--- src/rtl/pipe_pkg.sv ---
`default_nettype none
// ============================================================================
// Module      : pipe_pkg
// Description : Shared pipeline types: forwarding-source encoding and the
//               default register-number width.
// Revision    : 1.0 - initial release
// ============================================================================
package pipe_pkg;

    localparam int REG_W_DEF = 5;

    typedef enum logic [1:0] {
        FWD_RF = 2'd0,   // operand comes from the register file
        FWD_E  = 2'd1,   // E-stage ALU result
        FWD_M  = 2'd2,   // M-stage data / memory output
        FWD_W  = 2'd3    // W-stage write-back data
    } fwd_sel_e;

endpackage
`default_nettype wire

--- src/rtl/md_scoreboard.sv ---
`default_nettype none
// ============================================================================
// Module      : md_scoreboard
// Description : Single-entry countdown scoreboard for an in-flight multi-cycle
//               multiply/divide result. Reports busy, the write-back cycle and
//               per-query register matches against the pending destination.
// Revision    : 1.0 - initial release
// ============================================================================
module md_scoreboard
    import pipe_pkg::*;
#(
    parameter int REG_W      = REG_W_DEF,
    parameter int MD_LATENCY = 4,
    parameter int NQ         = 3
) (
    input  logic                  clk,
    input  logic                  rst_n,
    input  logic                  accept_i,
    input  logic [REG_W-1:0]      rd_i,
    input  logic [NQ*REG_W-1:0]   q_rn_i,
    input  logic [NQ-1:0]         q_vld_i,
    output logic                  busy_o,
    output logic                  wb_o,
    output logic [NQ-1:0]         hit_o
);

    localparam int CNT_W = $clog2(MD_LATENCY + 1);

    logic [CNT_W-1:0] md_cnt_q, md_cnt_d;
    logic [REG_W-1:0] md_rd_q,  md_rd_d;

    // True when rn names a real register (not r0) equal to the pending target.
    function automatic logic rn_match(input logic [REG_W-1:0] rn,
                                      input logic [REG_W-1:0] tgt);
        return (rn != '0) && (rn == tgt);
    endfunction

    assign busy_o = (md_cnt_q != '0);
    assign wb_o   = (md_cnt_q == CNT_W'(1));

    // Reload on accept; otherwise count down while an entry is pending.
    always_comb begin
        md_cnt_d = md_cnt_q;
        md_rd_d  = md_rd_q;
        if (accept_i) begin
            md_cnt_d = CNT_W'(MD_LATENCY);
            md_rd_d  = rd_i;
        end else if (busy_o) begin
            md_cnt_d = md_cnt_q - CNT_W'(1);
        end
    end

    // Scoreboard state; reset drops any pending entry without a write-back.
    always_ff @(posedge clk or negedge rst_n) begin
        if (!rst_n) begin
            md_cnt_q <= '0;
            md_rd_q  <= '0;
        end else begin
            md_cnt_q <= md_cnt_d;
            md_rd_q  <= md_rd_d;
        end
    end

    for (genvar k = 0; k < NQ; k++) begin : g_query
        assign hit_o[k] = busy_o && q_vld_i[k] &&
                          rn_match(q_rn_i[k*REG_W +: REG_W], md_rd_q);
    end

endmodule
`default_nettype wire

--- src/rtl/hazard_scoreboard_cu.sv ---
`default_nettype none
// ============================================================================
// Module      : hazard_scoreboard_cu
// Description : Hazard/forwarding control for the 5-stage pipe: operand
//               forwarding, load-use stalls, MD scoreboard interlocks, memory
//               wait freeze and E-stage redirect kill of the D instruction.
// Revision    : 1.0 - initial release
// ============================================================================
module hazard_scoreboard_cu
    import pipe_pkg::*;
#(
    parameter int REG_W      = REG_W_DEF,
    parameter int NUM_SRC    = 2,
    parameter int MD_LATENCY = 4
) (
    input  logic                     clk,
    input  logic                     rst_n,
    input  logic [NUM_SRC*REG_W-1:0] d_src_rn_i,
    input  logic [NUM_SRC-1:0]       d_need_i,
    input  logic                     d_wreg_i,
    input  logic [REG_W-1:0]         d_rn_i,
    input  logic                     d_md_start_i,
    input  logic [REG_W-1:0]         d_md_rd_i,
    input  logic                     e_wreg_i,
    input  logic                     e_m2reg_i,
    input  logic [REG_W-1:0]         e_rn_i,
    input  logic                     m_wreg_i,
    input  logic                     m_m2reg_i,
    input  logic [REG_W-1:0]         m_rn_i,
    input  logic                     w_wreg_i,
    input  logic [REG_W-1:0]         w_rn_i,
    input  logic                     e_redirect_i,
    input  logic                     m_mem_ready_i,
    output logic [NUM_SRC*2-1:0]     fwd_sel_o,
    output logic                     f_stall_o,
    output logic                     d_stall_o,
    output logic                     d_bubble_o,
    output logic                     e_stall_o,
    output logic                     e_bubble_o,
    output logic                     m_stall_o,
    output logic                     m_bubble_o,
    output logic                     w_stall_o,
    output logic                     w_bubble_o,
    output logic                     md_accept_o,
    output logic                     md_busy_o,
    output logic                     md_wb_o
);

    logic [NUM_SRC-1:0] w_luse_vec;
    logic [NUM_SRC:0]   w_md_hit;
    logic               w_luse, w_md_hz, w_md_struct, w_hold;

    // M's load/ALU distinction does not matter: its data is selectable either way.
    logic               w_m_m2reg_unused;
    assign w_m_m2reg_unused = m_m2reg_i;

    function automatic logic rn_match(input logic [REG_W-1:0] a,
                                      input logic [REG_W-1:0] b);
        return (a != '0) && (a == b);
    endfunction

    for (genvar i = 0; i < NUM_SRC; i++) begin : g_src
        logic [REG_W-1:0] w_rn;
        fwd_sel_e         w_fwd;
        assign w_rn = d_src_rn_i[i*REG_W +: REG_W];

        // Youngest producing stage wins; a load in E cannot forward yet.
        always_comb begin
            w_fwd = FWD_RF;
            if (d_need_i[i]) begin
                if (e_wreg_i && !e_m2reg_i && rn_match(w_rn, e_rn_i))
                    w_fwd = FWD_E;
                else if (m_wreg_i && rn_match(w_rn, m_rn_i))
                    w_fwd = FWD_M;
                else if (w_wreg_i && rn_match(w_rn, w_rn_i))
                    w_fwd = FWD_W;
            end
        end

        assign fwd_sel_o[i*2 +: 2] = w_fwd;
        assign w_luse_vec[i] = d_need_i[i] && e_wreg_i && e_m2reg_i &&
                               rn_match(w_rn, e_rn_i);
    end

    // Queries: source operands (RAW) plus the D destination (WAW) on top.
    md_scoreboard #(
        .REG_W      (REG_W),
        .MD_LATENCY (MD_LATENCY),
        .NQ         (NUM_SRC + 1)
    ) u_md_sb (
        .clk      (clk),
        .rst_n    (rst_n),
        .accept_i (md_accept_o),
        .rd_i     (d_md_rd_i),
        .q_rn_i   ({d_rn_i, d_src_rn_i}),
        .q_vld_i  ({d_wreg_i, d_need_i}),
        .busy_o   (md_busy_o),
        .wb_o     (md_wb_o),
        .hit_o    (w_md_hit)
    );

    assign w_luse      = |w_luse_vec;
    assign w_md_hz     = |w_md_hit;
    assign w_md_struct = d_md_start_i && md_busy_o;
    assign w_hold      = w_luse || w_md_hz || w_md_struct;
    assign md_accept_o = d_md_start_i && !w_hold && m_mem_ready_i;

    // Memory wait freezes everything; otherwise hold, with redirect killing D.
    always_comb begin
        f_stall_o  = 1'b0;
        d_stall_o  = 1'b0;
        d_bubble_o = 1'b0;
        e_stall_o  = 1'b0;
        e_bubble_o = 1'b0;
        m_stall_o  = 1'b0;
        m_bubble_o = 1'b0;
        w_stall_o  = 1'b0;
        w_bubble_o = 1'b0;
        if (!m_mem_ready_i) begin
            f_stall_o  = 1'b1;
            d_stall_o  = 1'b1;
            e_stall_o  = 1'b1;
            m_stall_o  = 1'b1;
            w_bubble_o = 1'b1;
        end else if (w_hold) begin
            e_bubble_o = 1'b1;
            if (e_redirect_i) begin
                d_bubble_o = 1'b1;
            end else begin
                f_stall_o = 1'b1;
                d_stall_o = 1'b1;
            end
        end else if (e_redirect_i) begin
            d_bubble_o = 1'b1;
        end
    end

endmodule
`default_nettype wire

--- config.mk ---
export PLATFORM = sky130hd
export DESIGN_NAME = hazard_scoreboard_cu
export DESIGN_NICKNAME = d
export VERILOG_FILES = /design/src/rtl/pipe_pkg.sv /design/src/rtl/md_scoreboard.sv /design/src/rtl/hazard_scoreboard_cu.sv
export SDC_FILE = /design/constraint.sdc
export NUM_CORES = 1
export LEC_CHECK = 0
export ABC_AREA = 1
export CAP_MARGIN = 20
export CORE_MARGIN = 5
export CORE_UTILIZATION = 45
export DETAILED_ROUTE_END_ITERATION = 10
export GPL_TIMING_DRIVEN = 0
export PLACE_DENSITY_LB_ADDON = 0.1
export SYNTH_ARGS = -nofsm -noshare
export SYNTH_HDL_FRONTEND = slang
export SYNTH_SLANG_ARGS = --single-unit
--- constraint.sdc ---
create_clock -name clk -period 2.3 [get_ports clk]
set_input_delay 0.23 -clock clk [delete_from_list [all_inputs] [get_ports clk]]
set_output_delay 0.23 -clock clk [all_outputs]
set_load 0.005 [all_outputs]
==> impl_results.md <==
* Outcome: finished, final reports clean
* DIE WIDTH at 65.1 um
* Layout Nets at 359
* # diodes at 0
* Worst-path fanout max at 3
* CTS Root Cell: clkbuf_4
* Clk sinks at 8
* Die area at around 0.0042 mm^2
* Placed cell count at 322
* Final setup fails at 0
* Initial Util at 45.8%
* Total Wirelength at 3890 um
* Reg2Reg Setup Slack at 0.58 ns
* Floorplan core area at 0.00298 mm^2
* Hold Crit Class: primary input to async pin
* Crit path kind: primary input to output pin
* CTS hold repair buffers at 0
* Final slew viol count at 0
* Final instance area at 0.00215 mm^2
* Post-synthesis sequential area ratio at 14.7%
* Mapped Cells at 232
* Area after DPL at 0.00197 mm^2
* Gpl congestion at 0.836
* Mapped cell area at 0.00136 mm^2
* First-pass GRT wire length at 6130 um
* Initial antenna violation count at 0
* Tmin final at 2.20 ns
* Worst-path clk slew at 0.06 ns
* DRT antenna net count at 0
* Reg2Reg Depth at 14
* Number of port buffers at 56
* Mean Syn Cell Area at around 5.9 um^2
* Clk_lat worst skew at 0.25 ns
* Clock Tree Buf Depth at 2
* Multi-input gate area at 983 um^2
* Largest net degree at the start of global routing at 10
* Pwr dens at 534 mW/mm^2
* DR iter-0 viols at between 50 and 60
* Via-per-instance ratio at 4.76
* Remaining routing DRC violations at 0
* Synth unique cells at 30
* Fmax at 454 MHz
* CP startpoint kind: primary input
* Most common cell after layout, fill and taps aside: nand2_1
* GR Overflow Total at 0
* Vias in the first global route at about 1500
* Tcrit/Tclk final at around 96%
* Critical R2R Capture: u_md_sb.md_rd_q[1]
* Synthesis-stage register bit count at 8
* Maximum VDD drop at 0.483 mV
* Vias after detailed routing at 1613
* FILL cells at 269
* Hold Violations, Final at 0
* Num CTS Buffers at 3
* Critical-path cell list: clkdlybuf4s50_1, xnor2_1, nand3_1, nor3_1, a21oi_1, nor2_1, clkdlybuf4s50_1
* Hpwl dp at 3130 um
* Finished Layout Cells at 339
* Worst Setup End Kind: output pin
* Max cap viols at 0
* TritonCTS clock tree: done
* Util after Layout at between 70% and 80%
* Max stage delay cell, worst path: clkdlybuf4s50_1
* All-Layer GR Usage at 17.9%
* Clock skew at roughly 0.0036 ns
* Ys Warns at 0
* Drt pass-1 iters at 4
* Commonest cells after routing, fill and taps aside: nand2_1 (72), clkdlybuf4s50_1 (38), inv_1 (33)
* Worst Path Required at a little over 2 ns
* RSZ-0062 raised after global routing: false
* DR WL/cell at 11.5 um
* # H-tree levels at 1
* Share of cells above drive strength 1 at 17.3%
* Area Overhead vs Synth at 58.0%
* Slowest Stage Delay on Critical Path at 0.52 ns
* Pleak at approximately 0.0012 uW
* Num ports at 64
* Reg-to-Reg Start: u_md_sb.md_rd_q[3]
* Die span in y at about 65 um
* Register Area at 204 um^2
* Row count at 20
* Arr. time, crit path at ~2.0 ns
* Worst path most repeated cell: clkdlybuf4s50_1
[critical path, delay by kind of cell]
family / cells / cell delay, ns
buffers and inverters: 2 / 1.03
and+or+nand+nor: 3 / 0.46
xor gates and xnor gates: 1 / 0.14
AOI/OAI and AO/OA: 1 / 0.12
[state kept, by name, summed over array words and instances (netlist names)]
register	count
u_md_sb.md_rd_q	5
u_md_sb.md_cnt_q	3
[routing by layer]
metal / wire length, um / global-route usage (%) / vias up
li1: - / - / 859
met1: 1670 / 21.3 / 696
met2: 1910 / 32.8 / 54
met3: 274 / 2.77 / 4
met4: 25 / 5.44 / 0
met5: 0 / 0 / -
[cells in the mapped netlist]
library cell	n	area [um^2]
nor2_4	1	11.3
xor2_1	5	43.8
conb_1	1	3.75
o2111ai_1	2	17.5
o2111a_1	1	11.3
a31oi_1	1	6.26
nand3_1	13	65.1
o21ai_0	3	15.0
inv_1	34	128
nor2_1	25	93.8
ha_1	3	37.5
o21a_1	1	7.51
nand3_2	2	20.0
o21ai_2	1	8.76
nand4_1	6	37.5
xnor2_1	17	149
nand2_1	73	274
nor3_1	5	25.0
a21oi_1	5	25.0
a21boi_0	1	7.51
o22ai_1	1	6.26
inv_2	6	22.5
buf_6	3	33.8
dfrtp_1	8	200
nand2_4	1	11.3
o211ai_1	2	15.0
nand3_4	1	17.5
buf_4	6	45.0
or2_2	3	18.8
or2_1	1	6.26
[per-stage QoR]
step           setup WS (ns)  total power (uW)  TNS [ns]  hold slack, ns
2_1_floorplan          0.764               695         0         -0.0656
3_3_place_gp          -0.316               924     -1.12           0.508
3_5_place_dp          -0.325               935     -1.17           0.519
4_1_cts              0.00123              1090         0           0.266
5_1_grt              0.00602              1290         0           0.279
6_report              0.0955              1150         0           0.266
[report_power, final]
| part | leakage, uW | total (uW) | internal, uW | switching (uW) |
|---|---|---|---|---|
| clock | 0.0000138 | 107 | 59.7 | 47.4 |
| combinational | 0.00105 | 761 | 402 | 359 |
| sequential | 0.0000943 | 283 | 212 | 71.2 |
| total | 0.00116 | 1150 | 673 | 478 |
[cell type report]
type	count	share of cell area, %
Buffer	9	3.83
Clock buffer	3	1.05
Inverter	40	7.20
Multi-Input combinational cell	176	45.6
Sequential cell	8	9.47
Tap cell	33	1.92
Timing Repair Buffer	70	30.9
[repair_timing]
item,4_1_cts,5_1_grt
cloned,0,0
setup endpoints to repair,7,7
resized for setup,21,15
pin swaps,4,7
setup buffers,3,11
[worst max path at each step]
| stage | cells past startpoint | to | start |
|---|---|---|---|
| after global placement | 13 | f_stall_o | d_src_rn_i[8] |
| after floorplan | 9 | f_stall_o | u_md_sb.md_rd_q[3] |
| final | 7 | fwd_sel_o[1] | m_rn_i[0] |
| after detailed placement | 13 | f_stall_o | d_src_rn_i[8] |
| after global routing | 7 | fwd_sel_o[3] | w_rn_i[0] |
| after CTS | 9 | md_accept_o | u_md_sb.md_rd_q[1] |
[cell families (layout without fill, tap and decap cells)]
family,count (synthesis),in the layout,share of synthesized area [%]
buf+inv,49,122,16.8
flops,8,8,14.7
compound gates,18,18,8.81
simple gates,131,131,42.6
fa+ha+maj,3,3,2.75
other cells,1,2,0.275
xor+xnor,22,22,14.1
Note: power is estimated with default switching activity, not from simulation.
